$ cat src/rtl/envelope_vca.sv
// Envelope VCA: signed sample x unsigned fixed-point gain, round-half-up, saturate.
// Define VCA_SLEW_EN to rate-limit gain changes to SLEW_STEP per accepted sample.
module envelope_vca #(
  parameter int SAMPLE_W  = 24,
  parameter int AMP_W     = 31,
  parameter int AMP_FRAC  = 16,
  parameter int SLEW_STEP = 64
) (
  input  logic                       clk,
  input  logic                       reset,
  input  logic signed [SAMPLE_W-1:0] sample_in,
  input  logic                       sample_valid_in,
  input  logic        [AMP_W-1:0]    amplitude,
  input  logic                       mute,
  input  logic                       clip_clr,
  output logic signed [SAMPLE_W-1:0] sample_out,
  output logic                       sample_valid_out,
  output logic                       clip,
  output logic                       clip_sticky
);

  localparam int STAGES = 2;
  localparam int P_W    = SAMPLE_W + AMP_W + 1;

  localparam logic signed [P_W-1:0] HALF  =
    {{(P_W-AMP_FRAC){1'b0}}, 1'b1, {(AMP_FRAC-1){1'b0}}};
  localparam logic signed [P_W-1:0] R_MAX =
    {{(P_W-SAMPLE_W+1){1'b0}}, {(SAMPLE_W-1){1'b1}}};
  localparam logic signed [P_W-1:0] R_MIN =
    {{(P_W-SAMPLE_W+1){1'b1}}, {(SAMPLE_W-1){1'b0}}};

  logic [STAGES:0]             vld_pipe;
  logic [AMP_W-1:0]            g, tgt, g_nxt;
  logic signed [SAMPLE_W-1:0]  s0;
  logic signed [P_W-1:0]       s0_x, g_x, p, p_rnd, r;
  logic                        sat_hi, sat_lo;

  // Target gain and next gain (slew-limited when enabled)
  always_comb begin
    tgt   = mute ? '0 : amplitude;
    g_nxt = tgt;
`ifdef VCA_SLEW_EN
    if (tgt > g && (tgt - g) > AMP_W'(SLEW_STEP))
      g_nxt = g + AMP_W'(SLEW_STEP);
    else if (tgt < g && (g - tgt) > AMP_W'(SLEW_STEP))
      g_nxt = g - AMP_W'(SLEW_STEP);
`endif
  end

`ifndef VCA_SLEW_EN
  localparam int unused_slew_step = SLEW_STEP;
`endif

  // Operands widened to the full product width; gain is zero-extended
  assign s0_x = P_W'(s0);
  assign g_x  = {{(P_W-AMP_W){1'b0}}, g};

  always_comb begin
    p_rnd  = p + HALF;
    r      = p_rnd >>> AMP_FRAC;
    sat_hi = r > R_MAX;
    sat_lo = r < R_MIN;
  end

  always_ff @(posedge clk or negedge reset) begin
    if (!reset) begin
      vld_pipe    <= '0;
      g           <= '0;
      s0          <= '0;
      p           <= '0;
      sample_out  <= '0;
      clip        <= 1'b0;
      clip_sticky <= 1'b0;
    end else begin
      vld_pipe <= {vld_pipe[STAGES-1:0], sample_valid_in};
      // Stage 0: capture sample and advance gain; the sample sees the new gain
      if (sample_valid_in) begin
        s0 <= sample_in;
        g  <= g_nxt;
      end
      // Stage 1: full-width product
      if (vld_pipe[0])
        p <= s0_x * g_x;
      // Stage 2: round, saturate, register output
      if (vld_pipe[1]) begin
        if (sat_hi)      sample_out <= {1'b0, {(SAMPLE_W-1){1'b1}}};
        else if (sat_lo) sample_out <= {1'b1, {(SAMPLE_W-1){1'b0}}};
        else             sample_out <= r[SAMPLE_W-1:0];
      end
      clip        <= vld_pipe[1] & (sat_hi | sat_lo);
      // Set wins over clear
      clip_sticky <= (vld_pipe[1] & (sat_hi | sat_lo)) | (clip_sticky & ~clip_clr);
    end
  end

  assign sample_valid_out = vld_pipe[STAGES];

endmodule

$ cat config.mk
export PLATFORM = sky130hd
export DESIGN_NAME = envelope_vca
export DESIGN_NICKNAME = d
export VERILOG_FILES = /design/src/rtl/envelope_vca.sv
export SDC_FILE = /design/constraint.sdc
export NUM_CORES = 2
export LEC_CHECK = 0
export CAP_MARGIN = 0
export CORE_MARGIN = 5
export CORE_UTILIZATION = 65
export DETAILED_ROUTE_END_ITERATION = 10
export GPL_TIMING_DRIVEN = 0
export PLACE_DENSITY = 0.89
export SETUP_SLACK_MARGIN = 0.15
export SLEW_MARGIN = 40
export SYNTH_ARGS = -nofsm -noshare
export SYNTH_HDL_FRONTEND = slang
export SYNTH_SLANG_ARGS = --single-unit
$ cat constraint.sdc
create_clock -name clk -period 15.79 [get_ports clk]
set_input_delay 3.158 -clock clk [delete_from_list [all_inputs] [get_ports clk]]
set_output_delay 3.158 -clock clk [all_outputs]
set_load 0.01 [all_outputs]
==> summary.md <==
| Metric | Value |
|---|---|
| Data arrival, critical path | 9.01 ns |
| Ys flop type | dfrtp_1 |
| Clock insertion delay at the later pin of the skew report | between 0.4 and 0.5 ns |
| Routability cong. | 1.12 |
| Post_cts resized | 0 |
| Slew HR | 0.349 |
| RSZ-0062 raised after global routing | false |
| Final core utilization | 0.702 |
| Port bufs | 86 |
| Synth unique cells | 74 |
| DR WL/cell | 24.4 um |
| Postcts setup bufs | 0 |
| Remaining Overflow, GRT | 0 |
| Worst hold stages | 0 |
| Biggest area consumer among synthesized cells | fa_1 |
| FF+latch count, synth | approximately 130 |
| Routed Wire Length | between 90000 and 100000 um |
| Element type at the critical path start | flop |
| Cts bufs inserted | 17 |
| Vias in the first global route | approximately 26000 |
| Initial Util | 0.652 |
| Post-synthesis sequential area ratio | 0.104 |
| Cell repeated most along the worst path | fa_1 |
| TritonCTS Sinks | approximately 130 |
| Final min period | roughly 8.6 ns |
| Outcome | complete, no violations |
| TritonCTS clock tree | built |
| Slew Limit Fails | 0 |
| Cell row count | between 70 and 80 |
| Worst setup startpoint | g[7] |
| Clk buf depth | 2 |
| FFs w/ async S/R, synth | 1.00 |
| Final worst slack | about 7.1 ns |
| Worst Setup End Kind | flop |
| I/O pin count | a little under 90 |
| Min-Delay Path Class | flop to flop |
| Pin count of the biggest net entering global routing | 68 |
| Width of the die | roughly 230 um |
| Die area | around 51000 um2 |
| Clock skew | about 0.015 ns |
| Post-layout nets | between 4000 and 5000 |
| DR vias | ~25000 |
| Synth warn | 0 |
| Core ar. | 46300 um2 |
| Die height | roughly 230 um |
| Synthesized area | around 30000 um2 |
| Final hold slack | between 0.3 and 0.4 ns |
| DPL Wire Length | 78800 um |
| Most frequent cell after synthesis | inv_1 |
| Synth top area share | 0.422 |
| Slew @ Worst Pin | a little under 1 ns |
| Post-cts hold buffer count | 0 |
| Avg Vias per Cell | between 6 and 7 |
| Initial DRC Count | ~2700 |
| Tcrit/Tclk final | 0.548 |
| R2r endpoint | p[31] |
| Global-route usage over all layers | 0.400 |
| CP Class | flop to flop |
| Final hold vios | 0 |
| Reg2Reg Setup Slack | 7.14 ns |
| Ranking of synthesized cells by area | fa_1, dfrtp_1, inv_1 |
| First-pass GRT wire length | 150000 um |
| Area growth syn-to-layout | 7.69% |
| CP required | 16.16 ns |
| Filler cell count | 3538 |
| Share of layout cells above drive strength 1 | 0.0436 |
| R2R depth | 26 |
| CP max FO | 10 |
| Fmax | 116 MHz |
| Slowest CP cell | dfrtp_1 |
| Max Cap Viol | 0 |
| Initial antenna violation count | 6 |
| Crit path capture | p[31] |
| Pre-antenna DRT Iters | 6 |
| Number of enable flip-flop cells after synthesis | 0 |
| CTS H-tree lvls | 4 |
| Post-synth top cells | inv_1, fa_1, nand2_1, and2_1, ha_1 |
| Syn Inst Count | 3274 |
| Worst reg2reg path startpoint | g[7] |
| Pre-CTS setup slack | between 7 and 8 ns |
| CTS clk-pin slew, worst paths | around 0.07 ns |
| Avg Inst Size Synth | roughly 9 um2 |
| Setup tns final | 0 ns |
| Finish-stage setup viols | 0 |
| Residual DRC | 0 |
| Root Driver | clkbuf_16 |
| Final ANT Viol Nets | 0 |
| Worst path max stage delay | just over 0.7 ns |
| Synthesized netlist net count | ~4200 |
metrics by stage:
stage,cells,instance area (um2)
floorplan,3274,30200
global placement,3967,31800
detailed placement,3968,31800
CTS,4000,32400
global route,4002,32500
finish,4006,32500
final cells by class:
class | count | area, um2 | area share
clock buffers | 19 | 453 | 0.0139
multi-input cells | 2247 | 23600 | 0.727
plain buffers | 179 | 727 | 0.0224
repair buffers | 89 | 906 | 0.0279
well taps | 607 | 759 | 0.0234
flip-flops and latches | 125 | 3130 | 0.0963
clock inverters | 13 | 154 | 0.00474
inverters | 723 | 2710 | 0.0836
diodes | 4 | 10.0 | 0.000308
how the worst min path moves through the flow:
stage | from | to | slack [ns]
after floorplan | vld_pipe[0] | vld_pipe[1] | 0.35
after global placement | vld_pipe[0] | vld_pipe[1] | 0.36
after detailed placement | vld_pipe[0] | vld_pipe[1] | 0.37
after CTS | vld_pipe[0] | vld_pipe[1] | 0.38
after global routing | vld_pipe[0] | vld_pipe[1] | 0.39
final | vld_pipe[0] | vld_pipe[1] | 0.39
cell usage in the layout, fill, tap and decap left out, types with 50 or more instances in the layout:
cell type        count
mux2_2              50
inv_1              722
and2_1             365
nand2_1            419
clkdlybuf4s50_1     85
o21ai_0             68
fa_1               635
a21oi_1             66
clkbuf_1           157
dfrtp_1            125
ha_1               213
nor2_1              64
metal layers:
metal  track usage  vias to the layer above  wire length, um
li1              -                    10062                -
met1         0.474                    12250            31500
met2         0.612                     1745            43300
met3         0.110                      541            11900
met4         0.328                        0            10800
met5             0                        -                0
cell families after synthesis:
logic type | after synthesis | share of synthesized area
DFF | 125 | 0.104
buffers and inverters | 902 | 0.114
AOI/OAI and AO/OA | 248 | 0.0566
and+or+nand+nor | 1037 | 0.179
adders and majority gates | 848 | 0.510
muxes | 53 | 0.0197
xor gates and xnor gates | 61 | 0.0177
sequential cells by signal (all words and copies together) (netlist names):
signal       flops
clip             1
clip_sticky      1
g               31
p               41
s0              24
sample_out      24
vld_pipe         3
critical path, delay by kind of cell, from the launching register on:
kind	cells	cell delay, ns
compound gates	4	1.34
xor+xnor	1	0.16
fa+ha+maj	8	3.39
buf+inv	8	1.37
flops	1	0.71
mux	1	0.26
simple gates	4	1.31
Power is left out: the tool's default activity adds up to more than one toggle a clock period on the data nets, which glitch-free logic cannot reach.
